==> src/rtl/tlc_pkg.sv <==
// Shared definitions for the tlc detector front end: light codes,
// default timing parameters and the light-code legality check.
package tlc_pkg;

  // tlc light outputs are coded {red,green,yellow}, one-hot
  localparam logic [2:0] RED    = 3'b100;
  localparam logic [2:0] GREEN  = 3'b010;
  localparam logic [2:0] YELLOW = 3'b001;

  // Default timing and sizing
  localparam int DEB_CYC_DEF    = 4;   // cycles a detector level must persist
  localparam int CNT_W_DEF      = 4;   // queue counter width
  localparam int DEPART_CYC_DEF = 3;   // green cycles per departed vehicle
  localparam int MAX_GREEN_DEF  = 16;  // green cycles before starvation guard

  // True only for the three defined one-hot light codes
  function automatic logic legal_light(input logic [2:0] code);
    return (code == RED) || (code == GREEN) || (code == YELLOW);
  endfunction

endpackage

==> src/rtl/tlc_det_lane.sv <==
// One detector lane: two-flop synchroniser, debounce, queue counter with
// saturation/overflow, departure timer and saturating green counter.
module tlc_det_lane
  import tlc_pkg::*;
#(
  parameter int DEB_CYC    = DEB_CYC_DEF,
  parameter int CNT_W      = CNT_W_DEF,
  parameter int DEPART_CYC = DEPART_CYC_DEF,
  parameter int MAX_GREEN  = MAX_GREEN_DEF
) (
  input  logic             clk,
  input  logic             rst_n,
  input  logic             det,
  input  logic [2:0]       light,
  output logic [CNT_W-1:0] qcnt,
  output logic             ovf,
  output logic             green_sat
);

  localparam int DEB_W = (DEB_CYC    > 1) ? $clog2(DEB_CYC)    : 1;
  localparam int DEP_W = (DEPART_CYC > 1) ? $clog2(DEPART_CYC) : 1;
  localparam int GRN_W = $clog2(MAX_GREEN + 1);

  // Last count value before the debounced level flips / a departure fires
  localparam logic [DEB_W-1:0] DEB_LAST  = DEB_W'(DEB_CYC - 1);
  localparam logic [DEP_W-1:0] DEP_LAST  = DEP_W'(DEPART_CYC - 1);
  localparam logic [GRN_W-1:0] GRN_MAX   = GRN_W'(MAX_GREEN);
  localparam logic [CNT_W-1:0] QCNT_MAX  = {CNT_W{1'b1}};
  localparam logic [CNT_W-1:0] QCNT_ZERO = '0;

  logic             sync1;
  logic             sync2;
  logic             deb_lvl;
  logic [DEB_W-1:0] deb_cnt;
  logic [DEP_W-1:0] dep_cnt;
  logic [GRN_W-1:0] grn_cnt;
  logic             is_green;
  logic             arrival;
  logic             departure;
  logic             dep_eff;

  assign is_green = (light == GREEN);

  // Arrival is the 0->1 flip of the debounced level, seen in the same cycle
  // the flip is committed so the queue updates on the flipping edge.
  assign arrival   = sync2 && !deb_lvl && (deb_cnt == DEB_LAST);
  assign departure = is_green && (dep_cnt == DEP_LAST);
  // A departure from an empty queue has nothing to remove
  assign dep_eff   = departure && (qcnt != QCNT_ZERO);

  assign green_sat = (grn_cnt == GRN_MAX);

  // Two-flop synchroniser for the asynchronous detector input
  always_ff @(posedge clk or negedge rst_n) begin
    if (!rst_n) begin
      sync1 <= 1'b0;
      sync2 <= 1'b0;
    end else begin
      sync1 <= det;
      sync2 <= sync1;
    end
  end

  // Debounce: count a persistent mismatch, flip the level after DEB_CYC cycles
  always_ff @(posedge clk or negedge rst_n) begin
    if (!rst_n) begin
      deb_cnt <= '0;
      deb_lvl <= 1'b0;
    end else if (sync2 == deb_lvl) begin
      deb_cnt <= '0;
    end else if (deb_cnt == DEB_LAST) begin
      deb_cnt <= '0;
      deb_lvl <= sync2;
    end else begin
      deb_cnt <= deb_cnt + DEB_W'(1);
    end
  end

  // Departure timer: runs on continuous green, wraps every DEPART_CYC cycles
  always_ff @(posedge clk or negedge rst_n) begin
    if (!rst_n) begin
      dep_cnt <= '0;
    end else if (!is_green || (dep_cnt == DEP_LAST)) begin
      dep_cnt <= '0;
    end else begin
      dep_cnt <= dep_cnt + DEP_W'(1);
    end
  end

  // Green counter: saturating count of continuous green cycles
  always_ff @(posedge clk or negedge rst_n) begin
    if (!rst_n) begin
      grn_cnt <= '0;
    end else if (!is_green) begin
      grn_cnt <= '0;
    end else if (grn_cnt != GRN_MAX) begin
      grn_cnt <= grn_cnt + GRN_W'(1);
    end
  end

  // Queue counter: arrival and departure together cancel; a lost arrival
  // at saturation latches the overflow flag until reset.
  always_ff @(posedge clk or negedge rst_n) begin
    if (!rst_n) begin
      qcnt <= '0;
      ovf  <= 1'b0;
    end else begin
      case ({arrival, dep_eff})
        2'b10: begin
          if (qcnt == QCNT_MAX) begin
            ovf <= 1'b1;
          end else begin
            qcnt <= qcnt + CNT_W'(1);
          end
        end
        2'b01:   qcnt <= qcnt - CNT_W'(1);
        default: qcnt <= qcnt;
      endcase
    end
  end

endmodule

==> src/rtl/tlc_sensor_if.sv <==
// Detector front end for the two-road traffic light controller. Two
// detector lanes feed queue counts; this level turns them into the tlc
// demand inputs with a starvation guard and checks the tlc light outputs.
module tlc_sensor_if
  import tlc_pkg::*;
#(
  parameter int DEB_CYC    = DEB_CYC_DEF,
  parameter int CNT_W      = CNT_W_DEF,
  parameter int DEPART_CYC = DEPART_CYC_DEF,
  parameter int MAX_GREEN  = MAX_GREEN_DEF
) (
  input  logic             clk,
  input  logic             rst_n,
  input  logic             detA,
  input  logic             detB,
  input  logic [2:0]       lightA,
  input  logic [2:0]       lightB,
  output logic             holdA,
  output logic             holdB,
  output logic [CNT_W-1:0] qcntA,
  output logic [CNT_W-1:0] qcntB,
  output logic             ovfA,
  output logic             ovfB,
  output logic             conflict
);

  localparam logic [CNT_W-1:0] QCNT_ZERO = '0;

  logic green_sat_a;
  logic green_sat_b;
  logic starve_a;
  logic starve_b;
  logic conflict_cond;

  tlc_det_lane #(
    .DEB_CYC   (DEB_CYC),
    .CNT_W     (CNT_W),
    .DEPART_CYC(DEPART_CYC),
    .MAX_GREEN (MAX_GREEN)
  ) u_lane_a (
    .clk      (clk),
    .rst_n    (rst_n),
    .det      (detA),
    .light    (lightA),
    .qcnt     (qcntA),
    .ovf      (ovfA),
    .green_sat(green_sat_a)
  );

  tlc_det_lane #(
    .DEB_CYC   (DEB_CYC),
    .CNT_W     (CNT_W),
    .DEPART_CYC(DEPART_CYC),
    .MAX_GREEN (MAX_GREEN)
  ) u_lane_b (
    .clk      (clk),
    .rst_n    (rst_n),
    .det      (detB),
    .light    (lightB),
    .qcnt     (qcntB),
    .ovf      (ovfB),
    .green_sat(green_sat_b)
  );

  // A road that has been green for MAX_GREEN cycles yields to a waiting road
  assign starve_a = green_sat_a && (qcntB != QCNT_ZERO);
  assign starve_b = green_sat_b && (qcntA != QCNT_ZERO);

  // Illegal codes, two greens, or green against yellow
  always_comb begin
    conflict_cond = 1'b0;
    if (!legal_light(lightA) || !legal_light(lightB)) begin
      conflict_cond = 1'b1;
    end else if ((lightA == GREEN) && ((lightB == GREEN) || (lightB == YELLOW))) begin
      conflict_cond = 1'b1;
    end else if ((lightB == GREEN) && (lightA == YELLOW)) begin
      conflict_cond = 1'b1;
    end
  end

  // Registered demand outputs, one edge behind the queue counts
  always_ff @(posedge clk or negedge rst_n) begin
    if (!rst_n) begin
      holdA <= 1'b0;
      holdB <= 1'b0;
    end else begin
      holdA <= (qcntA != QCNT_ZERO) && !starve_a;
      holdB <= (qcntB != QCNT_ZERO) && !starve_b;
    end
  end

  // Registered level conflict flag, follows the condition one edge later
  always_ff @(posedge clk or negedge rst_n) begin
    if (!rst_n) begin
      conflict <= 1'b0;
    end else begin
      conflict <= conflict_cond;
    end
  end

endmodule

==> config.mk <==
export PLATFORM = sky130hd
export DESIGN_NAME = tlc_sensor_if
export DESIGN_NICKNAME = d
export VERILOG_FILES = /design/src/rtl/tlc_pkg.sv /design/src/rtl/tlc_det_lane.sv /design/src/rtl/tlc_sensor_if.sv
export SDC_FILE = /design/constraint.sdc
export NUM_CORES = 1
export LEC_CHECK = 0
export BUFFER_PORTS_ARGS = -buffer_cell sky130_fd_sc_hd__buf_2
export CAP_MARGIN = 20
export CORE_MARGIN = 10
export CORE_UTILIZATION = 53
export DETAILED_ROUTE_END_ITERATION = 10
export PLACE_DENSITY = 0.74
export SYNTH_ARGS = -nofsm -noshare
export SYNTH_HDL_FRONTEND = slang
export SYNTH_SLANG_ARGS = --single-unit
export TNS_END_PERCENT = 20
==> constraint.sdc <==
create_clock -name clk -period 2.62 [get_ports clk]
set_clock_uncertainty 0.15 [all_clocks]
set_input_delay 0.393 -clock clk [delete_from_list [all_inputs] [get_ports clk]]
set_output_delay 0.393 -clock clk [all_outputs]
set_load 0.02 [all_outputs]
Word level (Yosys, flattened, before mapping)
Index checks and enable logic that the tools add are counted.

storage, ports and cells
  output and inout bits = 13
  register bits = 37
  input port bits = 10

operators by class
  equal/unequal tests = 26
  reduce and logical (&&, ||, !) cells = 40
  bitwise operators = 2
  multiplexer cells = 17
  add/sub/neg operators = 10

operator list
  cell                                                                 number
  5-bit two-way mux                                                    4
  4-bit one-hot mux with 2 select lines                                2
  1-bit logical AND                                                    14
  2-bit == test (second input constant)                                6
  2-bit two-way mux                                                    6
  2-bit AND reduction                                                  6
  5-bit by 1-bit adder with 5-bit output (second input constant)       2
  5-bit == test (second input constant)                                2
  5-bit != test (second input constant)                                2
  2-bit by 1-bit adder with 2-bit output (second input constant)       4
  4-bit by 1-bit adder with 4-bit output (second input constant)       2
  4-bit == test (second input constant)                                2
  1-bit zero test                                                      8
  1-bit logical OR                                                     8
  4-bit two-way mux                                                    2
  2-bit != test (second input constant)                                4
  4-bit nonzero test                                                   2
  4-bit by 1-bit subtractor with 4-bit output (second input constant)  2
  3-bit by 1-bit == test with 1-bit output (second input constant)     2
  3-bit by 2-bit == test with 1-bit output (second input constant)     2
  3-bit == test (second input constant)                                2
  2-bit by 1-bit == test with 1-bit output (second input constant)     2
  2-bit nonzero test                                                   2
  1-bit two-way mux                                                    3
  2 further kinds                                                      4

Longest topological paths before layout
  depth after elaboration = 6
  gate-level depth with buffers = 10
  gate-level depth less buffers = 10

Hierarchy
From an unflattened synthesis, not the netlist that was laid out.

second synthesis, totals
  cells, all modules = 170
  area total of the unflattened synthesis = 1888.1 um^2

by module, submodules not included
  module                   cells each  times used  seq. area each (um^2)  area an instance (um^2)
  tlc_det_lane (u_lane_b)  81          1           425.4                  899.6
  tlc_det_lane (u_lane_a)  73          1           425.4                  820.8
  tlc_sensor_if            16          1           75.1                   167.7

Worst setup path after synthesis
OpenSTA, ideal clock, no wires.

  kind = reg2reg
  start = register u_lane_b.qcnt[1]
  end = register u_lane_b.qcnt[2]
  stages on the path, launching flop included = 9
  slack = 0.361 ns
  required time = 2.337 ns
  library setup time = 0.133 ns
  arrival time = 1.976 ns
  path through = dfrtp_1 -> or3_4 -> nor2_1 -> or3_2 -> nand2_1 -> ha_1 -> nor4_1 -> a21oi_2 -> xnor2_1

on the way
  cells in the longest elaborated chain, start to end = 5
  elaborated cells on any way between the ends = 12
  those cells by class = add/sub: 2; eq/ne: 4; mux: 2; reduce/logical: 4

ends and longest elaborated chain
  item                                                                                            line                 RTL
  from (decl)                                                                                     tlc_det_lane.sv:15   output logic [CNT_W-1:0] qcnt,
  from (signal assigned)                                                                          tlc_det_lane.sv:113  qcnt <= qcnt + CNT_W'(1);
  from (signal assigned)                                                                          tlc_det_lane.sv:116  2'b01: qcnt <= qcnt - CNT_W'(1);
  from (signal assigned)                                                                          tlc_det_lane.sv:117  default: qcnt <= qcnt;
  parallel branches: the longest is 5 deep, another holds 4-bit by 1-bit adder with 4-bit output  n/a

Parallel ways; which one is timed is not known. The select of a mux whose other input is x is not followed.
A chain may end at the register's enable or synchronous reset.

Worst setup path after layout
Same ends and word-level chain as after synthesis.

==> impl_metrics.json <==
{
  "drv_slew": 0,
  "final_antenna_net_count": 0,
  "p_per_area_mw_per_mm2": 734,
  "muxShareOfSynthArea_pct": 1.69,
  "via_count": 1382,
  "numClockSinks": 37,
  "outcome": "complete, no violations",
  "grt_overflow_total": 0,
  "ys_seq_area_share_pct": 50.1,
  "dieArea_sq_mm": 0.00625,
  "synth_compound_area_share_pct": 11.2,
  "final_cells": 255,
  "cts_tree": "yes",
  "syn-num-nets": 200,
  "critPathCaptureType": "flop",
  "min_delay_path_depth": 3,
  "cts_root_buf": "clkbuf_4",
  "min_path_type": "primary input to flop",
  "initial_core_util_pct": 55.0,
  "netlist_top_cells_count": "dfrtp_1, nor2_1, nand2_1, inv_1, ha_1",
  "num_io_pins": 23,
  "tns_ns": 0,
  "irDropWorstVdd_mv": 0.428,
  "synth_cell_type_count": 38,
  "numCtsBuffers": 5,
  "dp_hpwl_um": 2610,
  "min_period_ns": 2.36,
  "crit_required_ns": 2.70,
  "nets": 230,
  "yosys.area_share.simple_pct": 19.9,
  "finalSetupViolations": 0,
  "synthArstFlopShare_pct": 100,
  "place_area_sq_mm": 0.00201,
  "timing.hold.ws_ns": 0.179,
  "post_cts_resized": 0,
  "worst_ep_arrival_time_ns": 2.44,
  "grt_pass1_vias": 1347,
  "cap_violations": 0,
  "post_drt_wl_per_cell_um": 13.7,
  "place_inst": 244,
  "synth_area_leader_cell": "dfrtp_1",
  "slew-limit-headroom_pct": 47.7,
  "synth-xor-area-share_pct": 5.68,
  "clock_path_buffers": 2,
  "synth_most_common_cell": "dfrtp_1",
  "grt_pass1_wl_um": 5850,
  "pre_cts_ws_ns": 0.253,
  "final_area_sq_mm": 0.00209,
  "timing.fmax_mhz": 424,
  "synth_top_area_share_pct": 50.1,
  "syn_to_final_growth_pct": 13.0,
  "gp_congestion": 0.758,
  "routed_wl_um": 3500,
  "period_share_pct": 90.1,
  "netlist_instances": 178,
  "fin_ws_ns": 0.260,
  "yosys.area_share.adder_pct": 8.12,
  "dr.pass1.iters": 6,
  "synth_top_family_by_area": "simple AND/OR/NAND/NOR gates",
  "drtIter0Drc": 54,
  "final_hold_viol_count": 0,
  "crit_type": "flop to flop",
  "synth_warnings": 0,
  "rr_worst_depth": 8,
  "path_max_fanout": 8,
  "grt_usage_pct": 11.6,
  "drc": 0,
  "num_antenna_cells": 0,
  "layout-drive-gt1-share_pct": 19.6,
  "ys_ff_latch": 37,
  "path_clk_slew_ns": 0.11,
  "viasPerCell": 5.42,
  "syn_area_sq_mm": 0.00185,
  "grt_max_degree": 38,
  "cts.htree.levels": 2,
  "ys.flop_type": "dfrtp_1",
  "synth-edff-count": 0,
  "p_leak_nw": 0.990,
  "synth_area_per_cell_sq_um": 10.4,
  "die_height_um": 79.1,
  "rsz0062_at_grt": "no",
  "antenna_found_initial": 0,
  "row_count": 21,
  "startpoint_type": "flop",
  "fp.coreArea_sq_mm": 0.00336,
  "portBuffers": 22,
  "clk_latency_ns": 0.34,
  "die_x_um": 79.1,
  "tightest_slew_ns": 0.785,
  "synthTopCellsByArea": "dfrtp_1, ha_1, xnor2_1"
}
critical path: stages, from the launching register on:
cell and delay (ns):
dfrtp_1 0.47, or3_4 0.42, nor2_1 0.26, or3_2 0.18, nand2_1 0.04, ha_1 0.20
nor4_1 0.35, a21oi_2 0.06, xnor2_1 0.13
cell families (layout without fill, tap and decap cells):
kind of cell / count (synthesis) / count (layout)
AND/OR/NAND/NOR: 68 / 68
flip-flops: 37 / 37
AO/OA/AOI/OAI: 30 / 30
buffers and inverters: 16 / 47
adder cells (fa/ha/maj): 12 / 12
XOR/XNOR: 12 / 12
multiplexers: 3 / 3
flip-flops by register name, summed over array words and instances (netlist names), 2 cells and up:
register / cells
u_lane_a.grn_cnt: 5
u_lane_b.grn_cnt: 5
u_lane_a.dep_cnt: 2
u_lane_a.deb_cnt: 2
u_lane_b.deb_cnt: 2
u_lane_b.dep_cnt: 2
u_lane_a.qcnt: 4
u_lane_b.qcnt: 4
stage by stage:
| step | util, % | power (W) |
|---|---|---|
| after floorplan | - | 0.00111 |
| after global placement | 59.7 | 0.00123 |
| after detailed placement | 59.7 | 0.00126 |
| after CTS | 62.1 | 0.00155 |
| after global routing | 62.1 | 0.00165 |
| final | 62.1 | 0.00153 |
final cells by class:
type / count / area (sq um)
Inverter: 14 / 52.6
Multi-Input combinational cell: 125 / 862
Clock inverter: 2 / 10.0
Timing Repair Buffer: 25 / 140
Clock buffer: 6 / 41.3
Fill cell: 294 / 1270
Sequential cell: 37 / 926
Tap cell: 46 / 57.6
metal layers:
metal	global-route usage (%)	wire length, um	vias to the layer above
met4	4.30	32	0
met1	11.7	1500	662
met5	0	0	-
li1	-	-	687
met3	4.84	194	4
met2	20.7	1770	29
report_power, final:
part | switching [W] | internal, W
Sequential | 0.000100 | 0.000667
Combinational | 0.000285 | 0.000197
Clock | 0.000182 | 0.000102
Total | 0.000568 | 0.000966
final timing paths:
path	from	end	slack [ns]
worst min register to register	u_lane_a.sync1	u_lane_a.sync2	0.21
worst min-delay path	lightA[1]	conflict	0.18
worst max register to register	u_lane_b.qcnt[1]	u_lane_b.qcnt[2]	0.26
worst max-delay path	u_lane_b.qcnt[1]	u_lane_b.qcnt[2]	0.26
min in group asynchronous	rst_n	u_lane_b.grn_cnt[4]	0.51
max in group asynchronous	rst_n	u_lane_b.qcnt[0]	1.31
repair_timing:
| action | CTS | global route |
|---|---|---|
| hold endpoints to repair | 20 | 0 |
| buffers inserted | 0 | 0 |
| hold buffers | 3 | 0 |
cells in the final DEF (no fill, tap or decap), drive strengths merged, types with 6 or more instances in the layout:
| cell type | synthesis | routed |
|---|---|---|
| dfrtp | 37 | 37 |
| a21oi | 9 | 9 |
| inv | 14 | 14 |
| nand3 | 6 | 6 |
| nor3 | 12 | 12 |
| buf | 1 | 22 |
| nand2 | 15 | 15 |
| clkbuf | 1 | 6 |
| xnor2 | 8 | 8 |
| nor2 | 18 | 18 |
| ha | 12 | 12 |
No activity file was read; power rests on OpenSTA's default activity.
